===== src/rtl/dxl_pkg.sv =====
// Shared Dynamixel protocol 1.0 definitions for the receive parser and TX packet builder.
package dxl_pkg;

    localparam logic [7:0] DXL_HDR       = 8'hFF;
    localparam int         DXL_MAX_PARAM = 4;

    typedef enum logic [2:0] {
        ST_HDR1  = 3'd0,
        ST_HDR2  = 3'd1,
        ST_ID    = 3'd2,
        ST_LEN   = 3'd3,
        ST_ERR   = 3'd4,
        ST_PARAM = 3'd5,
        ST_CHK   = 3'd6
    } dxl_rx_state_t;

    // LEN counts ERR + params + CHK, so a legal status packet has 2..max_param+2.
    function automatic logic dxl_len_ok(input logic [7:0] len, input int max_param);
        return (len >= 8'd2) && (len <= 8'(max_param + 2));
    endfunction

endpackage


===== src/rtl/dxl_byte_timer.sv =====
// Inter-byte timeout counter. Clears on every accepted byte, counts while a packet
// is open, and flags expiry on the cycle whose clock edge brings it to TIMEOUT_CYCLES-1.
module dxl_byte_timer #(
    parameter int TIMEOUT_CYCLES = 50000
) (
    input  logic clk,
    input  logic rst_n,
    input  logic i_clr,
    input  logic i_run,
    output logic o_expired
);

    localparam int CNT_W = $clog2(TIMEOUT_CYCLES + 1);

    logic [CNT_W-1:0] r_cnt;

    // Expiry is seen one cycle early so the registered timeout pulse lands on the
    // edge where the count would reach TIMEOUT_CYCLES-1.
    assign o_expired = i_run && (r_cnt == CNT_W'(TIMEOUT_CYCLES - 2));

    // Count idle cycles inside an open packet; restart on bytes, idle or expiry.
    always_ff @(posedge clk or negedge rst_n) begin
        if (!rst_n) begin
            r_cnt <= '0;
        end else if (i_clr || !i_run || o_expired) begin
            r_cnt <= '0;
        end else begin
            r_cnt <= r_cnt + CNT_W'(1);
        end
    end

endmodule


===== src/rtl/dxl_status_parser.sv =====
// Dynamixel protocol 1.0 status packet parser (FF FF ID LEN ERR P0..Pn CHK).
// Input handshake: a byte is consumed on any cycle with rx_valid=1 and rx_enable=1;
// there is no backpressure, and rx_enable=0 drops bytes and aborts any open packet.
// Outputs: stat_valid, chk_err, len_err and timeout_err are single-cycle registered
// pulses; stat_* hold the last good packet until the next one.
module dxl_status_parser
    import dxl_pkg::*;
#(
    parameter int MAX_PARAM      = DXL_MAX_PARAM,  // fixed by the 32-bit stat_data
    parameter int TIMEOUT_CYCLES = 50000
) (
    input  logic        clk,
    input  logic        reset_n,
    input  logic [7:0]  rx_data,
    input  logic        rx_valid,
    input  logic        rx_enable,
    output logic        stat_valid,
    output logic [7:0]  stat_id,
    output logic [7:0]  stat_error,
    output logic [31:0] stat_data,
    output logic [2:0]  stat_nparam,
    output logic        chk_err,
    output logic        len_err,
    output logic        timeout_err,
    output logic [2:0]  dbg_state
);

    dxl_rx_state_t r_state;
    dxl_rx_state_t w_state_nxt;

    logic [7:0]  r_sum;
    logic [7:0]  r_id;
    logic [7:0]  r_err;
    logic [2:0]  r_len;
    logic [2:0]  r_idx;
    logic [31:0] r_shadow;

    logic [7:0]  r_stat_id;
    logic [7:0]  r_stat_error;
    logic [31:0] r_stat_data;
    logic [2:0]  r_stat_nparam;
    logic        r_stat_valid;
    logic        r_chk_err;
    logic        r_len_err;
    logic        r_timeout_err;

    logic w_accept;
    logic w_expired;
    logic w_ld_id;
    logic w_ld_len;
    logic w_ld_err;
    logic w_ld_param;
    logic w_good;
    logic w_bad_chk;
    logic w_bad_len;
    logic w_tmo;

    assign w_accept = rx_valid && rx_enable;

    dxl_byte_timer #(
        .TIMEOUT_CYCLES (TIMEOUT_CYCLES)
    ) u_timer (
        .clk       (clk),
        .rst_n     (reset_n),
        .i_clr     (w_accept),
        .i_run     ((r_state != ST_HDR1) && rx_enable),
        .o_expired (w_expired)
    );

    // State register.
    always_ff @(posedge clk or negedge reset_n) begin
        if (!reset_n) begin
            r_state <= ST_HDR1;
        end else begin
            r_state <= w_state_nxt;
        end
    end

    // Next-state and datapath strobes; a byte beats a coincident timeout.
    always_comb begin
        w_state_nxt = r_state;
        w_ld_id     = 1'b0;
        w_ld_len    = 1'b0;
        w_ld_err    = 1'b0;
        w_ld_param  = 1'b0;
        w_good      = 1'b0;
        w_bad_chk   = 1'b0;
        w_bad_len   = 1'b0;
        w_tmo       = 1'b0;
        if (!rx_enable) begin
            w_state_nxt = ST_HDR1;
        end else if (w_accept) begin
            case (r_state)
                ST_HDR1: begin
                    if (rx_data == DXL_HDR) w_state_nxt = ST_HDR2;
                end
                ST_HDR2: begin
                    w_state_nxt = (rx_data == DXL_HDR) ? ST_ID : ST_HDR1;
                end
                ST_ID: begin
                    if (rx_data != DXL_HDR) begin
                        w_ld_id     = 1'b1;
                        w_state_nxt = ST_LEN;
                    end
                end
                ST_LEN: begin
                    if (dxl_len_ok(rx_data, MAX_PARAM)) begin
                        w_ld_len    = 1'b1;
                        w_state_nxt = ST_ERR;
                    end else begin
                        w_bad_len   = 1'b1;
                        w_state_nxt = ST_HDR1;
                    end
                end
                ST_ERR: begin
                    w_ld_err    = 1'b1;
                    w_state_nxt = (r_len == 3'd2) ? ST_CHK : ST_PARAM;
                end
                ST_PARAM: begin
                    w_ld_param = 1'b1;
                    if ((r_idx + 3'd1) == (r_len - 3'd2)) w_state_nxt = ST_CHK;
                end
                ST_CHK: begin
                    if (rx_data == ~r_sum) w_good = 1'b1;
                    else                   w_bad_chk = 1'b1;
                    w_state_nxt = ST_HDR1;
                end
                default: w_state_nxt = ST_HDR1;
            endcase
        end else if (w_expired) begin
            w_tmo       = 1'b1;
            w_state_nxt = ST_HDR1;
        end
    end

    // Packet shadow registers and modulo-256 checksum accumulator.
    always_ff @(posedge clk or negedge reset_n) begin
        if (!reset_n) begin
            r_sum    <= '0;
            r_id     <= '0;
            r_err    <= '0;
            r_len    <= '0;
            r_idx    <= '0;
            r_shadow <= '0;
        end else begin
            if (w_ld_id) begin
                r_id  <= rx_data;
                r_sum <= rx_data;
            end
            if (w_ld_len) begin
                r_len <= rx_data[2:0];
                r_sum <= r_sum + rx_data;
            end
            if (w_ld_err) begin
                r_err    <= rx_data;
                r_sum    <= r_sum + rx_data;
                r_shadow <= '0;
                r_idx    <= '0;
            end
            if (w_ld_param) begin
                r_shadow[r_idx[1:0]*8 +: 8] <= rx_data;
                r_sum                       <= r_sum + rx_data;
                r_idx                       <= r_idx + 3'd1;
            end
        end
    end

    // Registered outputs: publish the shadow on a good checksum, pulse fault flags.
    always_ff @(posedge clk or negedge reset_n) begin
        if (!reset_n) begin
            r_stat_id     <= '0;
            r_stat_error  <= '0;
            r_stat_data   <= '0;
            r_stat_nparam <= '0;
            r_stat_valid  <= 1'b0;
            r_chk_err     <= 1'b0;
            r_len_err     <= 1'b0;
            r_timeout_err <= 1'b0;
        end else begin
            r_stat_valid  <= w_good;
            r_chk_err     <= w_bad_chk;
            r_len_err     <= w_bad_len;
            r_timeout_err <= w_tmo;
            if (w_good) begin
                r_stat_id     <= r_id;
                r_stat_error  <= r_err;
                r_stat_data   <= r_shadow;
                r_stat_nparam <= r_len - 3'd2;
            end
        end
    end

    assign stat_valid  = r_stat_valid;
    assign stat_id     = r_stat_id;
    assign stat_error  = r_stat_error;
    assign stat_data   = r_stat_data;
    assign stat_nparam = r_stat_nparam;
    assign chk_err     = r_chk_err;
    assign len_err     = r_len_err;
    assign timeout_err = r_timeout_err;
    assign dbg_state   = r_state;

endmodule


===== config.mk =====
export PLATFORM = sky130hd
export DESIGN_NAME = dxl_status_parser
export DESIGN_NICKNAME = d
export VERILOG_FILES = /design/src/rtl/dxl_pkg.sv /design/src/rtl/dxl_byte_timer.sv /design/src/rtl/dxl_status_parser.sv
export SDC_FILE = /design/constraint.sdc
export NUM_CORES = 1
export LEC_CHECK = 0
export ABC_AREA = 1
export ABC_CLOCK_PERIOD_IN_PS = 3700
export BUFFER_PORTS_ARGS = -buffer_cell sky130_fd_sc_hd__clkbuf_2
export CAP_MARGIN = 20
export CORE_AREA = 2 2 150 152
export DETAILED_ROUTE_END_ITERATION = 8
export DIE_AREA = 0 0 152 154
export GPL_TIMING_DRIVEN = 1
export PLACE_DENSITY_LB_ADDON = 0.15
export SLEW_MARGIN = 40
export SYNTH_ARGS = -nofsm -noshare
export SYNTH_HDL_FRONTEND = slang
export SYNTH_SLANG_ARGS = --single-unit

===== constraint.sdc =====
create_clock -name clk -period 3.7 [get_ports clk]
set_clock_uncertainty 0.2 [all_clocks]
set_input_delay 0.74 -clock clk [delete_from_list [all_inputs] [get_ports clk]]
set_output_delay 0.74 -clock clk [all_outputs]
set_load 0.02 [all_outputs]

[Yosys cells after proc, flatten, opt, wreduce, memory -nomap -nowiden]
Cells that the tools add are included.
Cells by class
  $add $sub $neg: 5
  shift-type cells: 2
  bitwise gates (word level): 1
  mux-type cells: 49
  eq/ne operators: 16
  reduce and logical (&&, ||, !) cells: 12
  magnitude comparators: 2
Operator list (number)
  32-bit 2-to-1 mux: 2
  5-bit negator with 34-bit output: 1
  8-bit by 34-bit variable shift with 32-bit output (first input constant): 1
  8-bit by 34-bit indexed part select with 32-bit output: 1
  32-bit bitwise mux: 1
  8-bit 2-to-1 mux: 4
  1-bit 2-to-1 mux: 29
  3-bit 2-to-1 mux: 9
  3-bit case mux with 6 select lines: 1
  16-bit by 1-bit adder with 16-bit output (second input constant): 1
  16-bit equality test (second input constant): 1
  16-bit 2-to-1 mux: 1
  4-bit inequality test (second input constant): 3
  3-bit by 2-bit equality test with 1-bit output (second input constant): 3
  3-bit equality test (second input constant): 3
  8-bit adder: 1
  8-bit equality test: 1
  8-bit equality test (second input constant): 1
  8-bit by 2-bit >= comparator with 1-bit output (second input constant): 1
  8-bit by 3-bit less-or-equal comparator with 1-bit output (second input constant): 1
  8-bit inequality test (second input constant): 1
  8-bit inverter: 1
  1-bit logical AND: 4
  2-bit 2-to-1 mux: 2
  12 further kinds: 13
Word-level totals
  logic and storage cells: 103
  bits of input ports: 12
  flip-flop bits (word level): 136

[Depth between registers and ports, before layout]
Gate-level depths: netlist (run 1).
  word-level depth: 9
  mapped depth: 12

[By module]
Synthesis (run 1) repeated with hierarchy kept, for this count alone.
Second synthesis, totals
  cell total of the unflattened synthesis: 762
  area, all modules: 6454.9 sq um
By module, submodules not included
  dxl_status_parser: times used 1, cells an instance 644, area an instance 5506.5 sq um
  dxl_byte_timer: times used 1, cells an instance 118, area an instance 948.4 sq um

[Worst setup path after synthesis (run 1)]
Ideal clock, no wire load.
  kind: register -> register
  start point: reg r_idx[0]
  end point: reg r_shadow[7]
  required time: 3.417 ns
  data arrival time: 1.955 ns
  setup slack: 1.462 ns
  setup time: 0.083 ns
  clock period less this slack: 2.238 ns
  stages on the path, launching flop included: 7
  cells stage by stage: dfrtp_1 > inv_2 > buf_1 > ha_1 > nor3b_1 > nand2_1 > o21ai_0
On the way
  longest elaborated chain between the ends: 4
  elaborated cells between the ends (all ways): 5
  classes of those cells: add/sub (1); shift (2); mux (2)
Ends and longest elaborated chain
  from (decl): line dxl_status_parser.sv:35  | logic [2:0] r_idx;
  from (signal assigned): line dxl_status_parser.sv:163  | r_idx <= r_idx + 3'd1;
  5-bit negator with 34-bit output (*): line dxl_status_parser.sv:161  | r_shadow[r_idx[1:0]*8 +: 8] <= rx_data;
  8-bit by 34-bit indexed part select with 32-bit output / 8-bit by 34-bit variable shift with 32-bit output (equally long branches): line dxl_status_parser.sv:161
  32-bit bitwise mux (*): line dxl_status_parser.sv:161
  32-bit 2-to-1 mux (*): line dxl_status_parser.sv:160  | if (w_ld_param) begin
  to (signal, indexed assignment): line dxl_status_parser.sv:161
  to (decl): line dxl_status_parser.sv:36  | logic [31:0] r_shadow;
Every way passes the cells marked *; elsewhere a longest branch is shown, timed or not.
A chain may end at the register's enable or synchronous reset.

[Worst setup path after layout (run 1)]
  start point: in rx_data[4]
  end point: reg r_stat_data[17] (netlist: stat_data[17])
On the way
  longest elaborated chain between the ends: 5
Ends and longest elaborated chain
  from (decl): line dxl_status_parser.sv:14  | input logic [7:0] rx_data,
  8-bit equality test: line dxl_status_parser.sv:124  | if (rx_data == ~r_sum) w_good = 1'b1;
  1-bit 2-to-1 mux: line dxl_status_parser.sv:124
  1-bit 2-to-1 mux: line dxl_status_parser.sv:93  | case (r_state)
  1-bit 2-to-1 mux: line dxl_status_parser.sv:92  | end else if (w_accept) begin
  1-bit 2-to-1 mux: line dxl_status_parser.sv:90  | if (!rx_enable) begin
  to (signal assigned): line dxl_status_parser.sv:187  | r_stat_data <= r_shadow;
  to (decl): line dxl_status_parser.sv:40  | logic [31:0] r_stat_data;
No other way between the ends.

==> results of run 1 <==
-- through the flow --
stage | utilization (%) | power [µW] | cells
after floorplan | - | 1590 | 761
after global placement | 32.4 | 1660 | 1093
after detailed placement | 32.4 | 1660 | 1093
after CTS | 35.1 | 3400 | 1125
after global routing | 35.1 | 3470 | 1125
final | 35.1 | 3350 | 1125
-- critical path: stages --
cell and delay (ps):
clkbuf_2 170, ha_1 430, nand4_1 180, nor3_4 250, nand2_4 70, inv_2 390
buf_4 290, nand2_1 80, nand2_1 60
-- worst min path at each step --
stage | to | slack [ps] | cells after the start | start
finish | stat_data[3]$_DFFE_PN0P_ | 110 | 1 | reset_n
global route | stat_data[9]$_DFFE_PN0P_ | 160 | 1 | reset_n
CTS | stat_data[3]$_DFFE_PN0P_ | 140 | 1 | reset_n
detailed placement | stat_id[5]$_DFFE_PN0P_ | 260 | 2 | r_id[5]$_DFFE_PN0P_
global placement | stat_error[2]$_DFFE_PN0P_ | 250 | 2 | r_err[2]$_DFFE_PN0P_
floorplan | chk_err$_DFF_PN0_ | 240 | 0 | reset_n
-- power groups by stage --
stage,registers [µW],clock network (µW),logic (µW)
floorplan,1530,0,64.6
global placement,1530,0,133
detailed placement,1530,0,133
CTS,1500,1760,133
global route,1500,1820,148
finish,1500,1710,130
-- state kept, by name, indices dropped and copies added (netlist names), 3 cells and up --
signal	count
dbg_state	3
r_err	8
r_id	8
r_idx	3
r_len	3
r_shadow	32
r_sum	8
stat_data	32
stat_error	8
stat_id	8
stat_nparam	3
u_timer.r_cnt	16
-- synth_stat cells (all sizes together) --
| cell | number | share of area (%) |
|---|---|---|
| xnor2 | 8 | 1.2 |
| o22ai | 2 | 0.20 |
| nand2 | 299 | 18 |
| nor4 | 1 | 0.098 |
| o31ai | 7 | 0.82 |
| a21o | 1 | 0.12 |
| clkbuf | 4 | 0.23 |
| nand3 | 58 | 4.7 |
| o21ai | 46 | 3.7 |
| a22oi | 1 | 0.12 |
| a21boi | 1 | 0.12 |
| xor2 | 7 | 0.96 |
| ha | 14 | 2.7 |
| dfrtp | 136 | 53 |
| fa | 1 | 0.31 |
| nor2 | 56 | 3.8 |
| nor3b | 1 | 0.12 |
| nor3 | 10 | 1.2 |
| o21bai | 1 | 0.12 |
| nand3b | 1 | 0.12 |
| clkinv | 1 | 0.078 |
| buf | 23 | 2.4 |
| nand4 | 18 | 1.8 |
| mux2 | 1 | 0.18 |
| a21oi | 11 | 0.86 |
| inv | 52 | 3.0 |
-- kinds of logic (layout without fill, tap and decap cells) --
family | after synthesis | after routing | share of synthesized area (%)
adders and majority gates | 15 | 15 | 3.05
buffers and inverters | 80 | 164 | 5.76
DFF | 136 | 136 | 53.1
muxes | 1 | 1 | 0.176
AOI/OAI and AO/OA | 70 | 70 | 6.00
and+or+nand+nor | 444 | 444 | 29.7
xor gates and xnor gates | 15 | 15 | 2.17
-- per-layer routing --
layer  vias up  track usage (%)  part of all wire (%)
met4         0             4.05                   1.1
met3        11             3.55                   2.8
met2        83             24.1                    45
met1      2409             21.4                    51
li1       2594                -                     -
met5         -                0                     0
-- final cells by class --
cell class	instances	area, µm²	area share (%)
flip-flops and latches	136	3400	44.7
multi-input cells	545	2630	34.6
clock buffers	19	443	5.82
clock inverters	13	144	1.89
repair buffers	79	439	5.77
inverters	53	200	2.63
well taps	280	350	4.60
==> impl_metrics.toml, run 1 <==
[worst_setup_path]
crit_fanout = 28
r2r_end = "stat_data[17]$_DFFE_PN0P_"
worstPathRequired_ps = 3860
startpoint_type = "input pin"
crit_path_end_kind = "register"
criticalPathCategory = "input pin to register"
r2r-start = "r_sum[3]$_DFFE_PN0P_"
rr_worst_depth = 8
critPathArrivalTime_ps = 2640
critPathCapture = "stat_data[17]$_DFFE_PN0P_"
critPathLaunch = "rx_data[4]"
rrSetupSlack_ps = 1360

[timing]
rsz0062_at_grt = "no"
drv_slew = 0
period_minus_slack_ps = 2480
tightest_slew_ps = 665
fmax_ghz = 0.403
hold_viol_final = 0
hold_ws_ps = 114
setup_violations = 0
fin_ws_ps = 1220
setup_tns_ps = 0
slew_headroom_pct = 55.7
fin_crit_sh_pct = 67.1

[global_routing]
grt_pass1_wl_mm = 28.6
antenna_found_initial = 0
grt_pass1_vias = 5136
grt_max_degree = 68
grt-ovfl-total = 0
grt_usage_pct = 15.4

[route]
post_drt_wl_per_cell_um = 15.2
drc_errors = 0
wirelength_mm = 17.1
routed-via-count = 5097
drtAntennaViolNets = 0
firstDrtPassIters = 5
drt_iter0_drc = 292
vias_per_cell = 4.53

[final_layout]
final_cell_mix = "nand2_1, dfrtp_1, clkbuf_2, nand3_1, nor2_1"
antenna_cells = 0
synthToLayoutAreaGrowth_pct = 18.9
fill_cells = 2286
final_common_cell = "nand2_1"
final_area_mm2 = 0.00761
layout-drive-gt1-share_pct = 16.2
fin_nets = 859

[power_and_ir_drop]
vdd_drop_max_uv = 301
cell_internal_pwr_uw = 2550
p_leak_uw = 0.00394
power.density_mw_per_mm2 = 440
p_comb_share_pct = 3.9
power_switching_uw = 800
swShare_pct = 23.9
power_frac_seq_pct = 44.9
power.clock.fraction_pct = 51.2

[hold_path]
hold_path_class = "input pin to async pin"

[flow_run]
max-cap-violations = 0

[placement]
dp_hpwl_mm = 11.7
io_buffers = 69
placed_cell_area_mm2 = 0.00702
preCtsSetupSlack_ps = 774
place.gp.congestion = 0.825

[clock_network]
path_clk_slew_ps = 60
cts.repair.resized = 0
cts_root_buf = "clkbuf_16"
cts_inserted_buffers = 17
cts-hold-fix-buffers = 0
htree_levels = 4
clock-sinks = 136
clock_path_buffers = 2
postCtsSetupBuffers = 0
cts_tree = "yes"
clk_latency_ps = 420

[die]
chipWidth_um = 152
num_io_pins = 70
row_count = 54
die_area_mm2 = 0.0234
core_area_mm2 = 0.0217
dieHeight_um = 154
initial_core_util_pct = 29.5

[yosys]
seq_area_frac_synth_pct = 53.1
syn_inst = 761
syn_area_mm2 = 0.00640
ys_ff_latch = 136
synth.distinct_cells = 39
yosys_warnings = 0
synth.avg_cell_area_um2 = 8.41
syn-num-nets = 788

[run_status]
outcome = "complete, no violations"
Power figures use the tool's default switching activity.
==> inputs of run 2 (changes only) <==
- ABC_CLOCK_PERIOD_IN_PS: 3700 -> 2200
- clock period: 3.7 -> 2.2 ns (I/O delays scaled with it)
==> impl_metrics.toml, run 2 (synthesized netlist as in run 1, its figures left out) <==
[route]
firstDrtPassIters = 4
wl_met3_um = 546
routed-via-count = 5220
drtAntennaViolNets = 0
dr_wl_met2_mm = 7.72
m1WireLength_mm = 8.45
drt_iter0_drc = 327
drc_errors = 0
vias_per_cell = 4.49
post_drt_wl_per_cell_um = 14.6
top_layer_used = "met4"
wirelength_mm = 16.9

[final_layout]
fin_nets = 896
final_util_pct = 37.2
final_cell_mix = "nand2_1, dfrtp_1, clkbuf_2, nand3_1, nor2_1"
antenna_cells = 0
fill_cells = 2292
regArea_mm2 = 0.00340
final_common_cell = "nand2_1"
multi_input_area_mm2 = 0.00264
layout-drive-gt1-share_pct = 19.7
synthToLayoutAreaGrowth_pct = 26.0

[clock_network]
clk_latency_ps = 430
path_clk_slew_ps = 60
cts.repair.resized = 0
clock_path_buffers = 2
cts_inserted_buffers = 17
htree_levels = 4
clock-sinks = 136
cts_tree = "yes"
cts_root_buf = "clkbuf_16"

[worst_setup_path]
critPathBufInv = 2
crit_slowest_cell = "dfrtp_1"
crit_path_end_kind = "register"
worstPathRequired_ps = 2340
path_cells = "inv_2 > buf_4 > ha_1 > nor3b_2 > nand2_1 > o21ai_0"
crit_fanout = 20
criticalPathCategory = "register to register"
startpoint_type = "register"
critPathArrivalTime_ps = 2110
cp_top_family = "simple AND/OR/NAND/NOR gates"
slowest_delay_ps = 420

[die]
dieHeight_um = 154
chipWidth_um = 152
num_io_pins = 70
initial_core_util_pct = 29.5
core_area_mm2 = 0.0217
die_area_mm2 = 0.0234
row_count = 54

[power_and_ir_drop]
p_leak_uw = 0.00419
power_frac_seq_pct = 41.6
power_switching_uw = 1330
swShare_pct = 21.9
cell_internal_pwr_uw = 4750
vdd_drop_max_uv = 545
p_comb_share_pct = 4.5
power.clock.fraction_pct = 53.9
power.density_mw_per_mm2 = 753

[placement]
io_buffers = 69
dp_hpwl_mm = 11.9
place.gp.congestion = 0.824

[flow_run]
max-cap-violations = 0

[timing]
rsz0062_at_grt = "no"
period_minus_slack_ps = 1970
fmax_ghz = 0.509
slew_headroom_pct = 67.2
tightest_slew_ps = 492
drv_slew = 0
hold_viol_final = 0
setup_tns_ps = 0
fin_crit_sh_pct = 89.4
setup_violations = 0

[global_routing]
grt-ovfl-total = 0
grt_usage_pct = 15.4
grt_pass1_vias = 5230
antenna_found_initial = 0
grt_pass1_wl_mm = 28.4
grt_max_degree = 49

[run_status]
outcome = "complete, no violations"

[hold_path]
hold_path_class = "input pin to register"
==> run 2: changes by cell type in the layout (fill, tap and decap cells not counted) <==
cell,before,now
clkinvlp_4,3,1
bufinv_16,2,5
clkinv_4,1,2
buf_4,9,38
clkbuf_8,1,4
dlygate4sd3_1,0,1
clkinv_2,4,2
inv_6,3,1
nor3b_2,0,1
inv_8,1,0
nor3b_1,1,0
buf_12,1,8
==> run 2: cell type report <==
class / instances / share of cell area, %
flip-flops and latches: 136 / 42.2
multi-input cells: 545 / 32.7
repair buffers: 116 / 10.0
clock buffers: 22 / 6.00
well taps: 280 / 4.34
inverters: 53 / 2.48
clock inverters: 10 / 2.34
==> run 2: final timing paths <==
path / depth (start not counted) / start / end / slack, ps
worst max register to register: 6 / r_idx[0]$_DFFE_PN0P_ / r_shadow[3]$_DFF_PN0_ / 230
worst max-delay path: 6 / r_idx[0]$_DFFE_PN0P_ / r_shadow[3]$_DFF_PN0_ / 230
worst min-delay path: 3 / rx_data[5] / r_id[5]$_DFFE_PN0P_ / 160
max in group asynchronous: 3 / reset_n / r_id[5]$_DFFE_PN0P_ / 920
min in group asynchronous: 2 / reset_n / stat_data[13]$_DFFE_PN0P_ / 330
worst min register to register: 2 / r_id[2]$_DFFE_PN0P_ / stat_id[2]$_DFFE_PN0P_ / 270
==> run 2: power by group through the flow <==
stage / Clock, µW / Combinational (µW) / Sequential (µW)
global placement: 0 / 279 / 2570
finish: 3280 / 273 / 2530
CTS: 3380 / 281 / 2530
detailed placement: 0 / 278 / 2570
global route: 3480 / 309 / 2530
floorplan: 0 / 109 / 2570
==> run 2: stage by stage <==
step | instance area (µm²) | std cells | setup slack (ps) | total power (µW) | hold slack, ps
floorplan | 6410 | 761 | 44.7 | 2680 | -55.6
global placement | 7390 | 1129 | 75.9 | 2850 | 231
detailed placement | 7390 | 1129 | 59.4 | 2850 | 230
CTS | 8070 | 1162 | 229 | 6180 | 152
global route | 8070 | 1162 | 21.7 | 6320 | 169
finish | 8070 | 1162 | 234 | 6080 | 165
==> run 2: metal layers <==
metal	global-route usage [%]	up-vias
met5	0	-
met4	5.61	0
met3	3.24	14
met2	23.6	88
met1	21.7	2456
li1	-	2662
==> run 2: what timing repair did <==
item	in CTS	in global routing
hold endpoints to repair	43	0
setup endpoints to repair	0	0
buffers inserted	0	0
hold buffers	1	0
==> run 2: tightest hold or removal path, delay by kind of cell <==
kind                   cells  cell delay, ps
buffers and inverters      1             150
and+or+nand+nor            2             160
==> inputs of run 3 (changes only) <==
- ABC_AREA: 1 -> 0
- CORE_AREA: 2 2 150 152 -> 2 2 145 147
- DIE_AREA: 0 0 152 154 -> 0 0 147 149
==> impl_metrics.toml, run 3 <==
[global_routing]
grt_pass1_wl_mm = 24.8
grt-ovfl-total = 0
grt_usage_pct = 14.6
grt_max_degree = 47
grt_pass1_vias = 4679
antenna_found_initial = 0

[timing]
slew_headroom_pct = 56.1
setup_violations = 0
setup_tns_ps = 0
period_minus_slack_ps = 2110
fmax_ghz = 0.473
rsz0062_at_grt = "yes"
hold_viol_final = 0
fin_crit_sh_pct = 96.1
tightest_slew_ps = 652
drv_slew = 0
fin_ws_ps = 85.8

[route]
drc_errors = 0
post_drt_wl_per_cell_um = 15.2
wirelength_mm = 15.2
drtAntennaViolNets = 0
vias_per_cell = 4.57
firstDrtPassIters = 4
drt_iter0_drc = 229
routed-via-count = 4555

[clock_network]
cts_tree = "yes"
clock-sinks = 136
cts_root_buf = "clkbuf_16"
path_clk_slew_ps = 60
htree_levels = 4
clk_latency_ps = 420
cts_inserted_buffers = 17
clock_path_buffers = 2

[worst_setup_path]
critPathCapture = "r_sum[6]$_DFFE_PN0P_"
rr_worst_depth = 9
crit_fanout = 2
startpoint_type = "register"
criticalPathCategory = "register to register"
crit_slowest_cell = "dfrtp_1"
worstPathRequired_ps = 2330
crit_top_cell = "o21a_1"
slowest_delay_ps = 390
rrSetupSlack_ps = 90
crit_path_end_kind = "register"
critPathArrivalTime_ps = 2240
critPathLaunch = "r_sum[0]$_DFFE_PN0P_"
r2r_end = "r_sum[6]$_DFFE_PN0P_"
path_cells = "ha_2 > inv_2 > fa_2 > nor2b_2 > o21a_1 > o21a_1 > o21a_1 > o21a_1 > o31ai_2"
r2r-start = "r_sum[0]$_DFFE_PN0P_"

[die]
chipWidth_um = 147
row_count = 53
dieHeight_um = 149
num_io_pins = 70
die_area_mm2 = 0.0219
initial_core_util_pct = 29.2
core_area_mm2 = 0.0206

[yosys]
yosysMostFrequentCell = "nand2_1"
synthTopCellsByCount = "nand2_1, dfrtp_1, a22o_1, nor2_1"
synth.avg_cell_area_um2 = 10.3
async_reset_ff_share_pct = 100
syn_area_mm2 = 0.00600
ys_ff_latch = 136
syn_inst = 583
synth.distinct_cells = 61
yosysTopAreaCell = "dfrtp_1"
syn-num-nets = 610
synth_edf_count = 0
yosys_warnings = 0
netlist.area_leader.share_pct = 56.7
yosys-top-cells-area = "dfrtp_1, nand2_1, a22o_1"
synth_top_flop_cell = "dfrtp_1"
seq_area_frac_synth_pct = 56.7

[placement]
place.gp.congestion = 0.843
preCtsSetupSlack_ps = -202
dp_hpwl_mm = 10.8
io_buffers = 69

[power_and_ir_drop]
power.density_mw_per_mm2 = 705
vdd_drop_max_uv = 518
p_leak_uw = 0.00406
power.total_uw = 5500

[final_layout]
antenna_cells = 0
final_common_cell = "nand2_1"
fill_cells = 2094
regArea_mm2 = 0.00340
multi_input_area_mm2 = 0.00253
fin_nets = 737
layout-drive-gt1-share_pct = 29.2
synthToLayoutAreaGrowth_pct = 30.1
final_cell_mix = "nand2_1, dfrtp_1, clkbuf_2, buf_4, a22o_1"

[run_status]
outcome = "complete, no violations"

[flow_run]
max-cap-violations = 0

[hold_path]
hold_path_class = "input pin to register"
run 3: cell count changes after synthesis, moves of 7 or more:
cell,change
nand3_1,-47
nand2_1,-108
nand4_1,-12
inv_1,-33
inv_2,-8
a22o_1,+32
mux2_2,+12
o21ai_1,-11
nor2_1,-21
xor2_1,+7
o21ai_0,-18
run 3: kinds of logic (layout without fill, tap and decap cells):
family                     count (synthesis)  count (layout)  share of synthesized area [%]
AOI/OAI and AO/OA                         85              85                           10.7
xor gates and xnor gates                  20              20                           2.92
adders and majority gates                 15              15                           3.25
buffers and inverters                     39             178                           3.07
DFF                                      136             136                           56.7
muxes                                     15              15                           2.86
and+or+nand+nor                          273             273                           20.5
run 3: timing repair:
action | in CTS | in global routing
setup buffers | 0 | 1
hold buffers | 1 | 0
hold endpoints to repair | 42 | 0
pin swaps | 1 | 9
cloned | 0 | 0
gates resized for setup | 5 | 17
endpoints found under the setup margin | 2 | 13
run 3: power by group:
part	leakage, µW	internal (µW)	switching (µW)	total [µW]
sequential	0.00189	2500	2.83	2510
clock	0.000277	1700	1090	2790
combinational	0.00188	73.0	138	211
run 3: critical path, delay by kind of cell (launching register included):
family	cells	cell delay, ps
buf+inv	1	50
simple gates	1	40
flops	1	390
fa+ha+maj	2	380
compound gates	5	960
run 3: cell type report:
cell class	count	share of cell area (%)
clock inverter	10	1.55
tap	275	4.41
timing repair buffer	135	11.7
inverter	12	0.577
multi-input combinational	408	32.4
clock buffer	21	5.77
sequential	136	43.6
run 3: per-layer routing:
layer	vias to the layer above	wire length (µm)	global-route usage, %
li1	2226	-	-
met1	2259	7090	19.1
met2	62	7370	23.9
met3	8	539	3.94
met4	0	148	4.33
met5	-	0	0
run 3: stage by stage:
| step | hold WS [ps] | area (µm²) | cells | util (%) |
|---|---|---|---|---|
| after floorplan | -55.6 | 6000 | 583 | - |
| after global placement | 206 | 7100 | 964 | 34.5 |
| after detailed placement | 215 | 7100 | 964 | 34.5 |
| after CTS | 51.2 | 7710 | 996 | 37.5 |
| after global routing | 88.7 | 7810 | 997 | 38.0 |
| final | 60.5 | 7810 | 997 | 38.0 |
run 3: worst min path at each step:
stage,from,endpoint,slack [ps],cells after the start
floorplan,reset_n,chk_err$_DFF_PN0_,-60,0
global placement,reset_n,stat_data[25]$_DFFE_PN0P_,210,1
detailed placement,reset_n,stat_data[25]$_DFFE_PN0P_,210,1
CTS,rx_valid,timeout_err$_DFF_PN0_,50,2
global route,rx_valid,timeout_err$_DFF_PN0_,90,2
finish,rx_valid,timeout_err$_DFF_PN0_,60,2
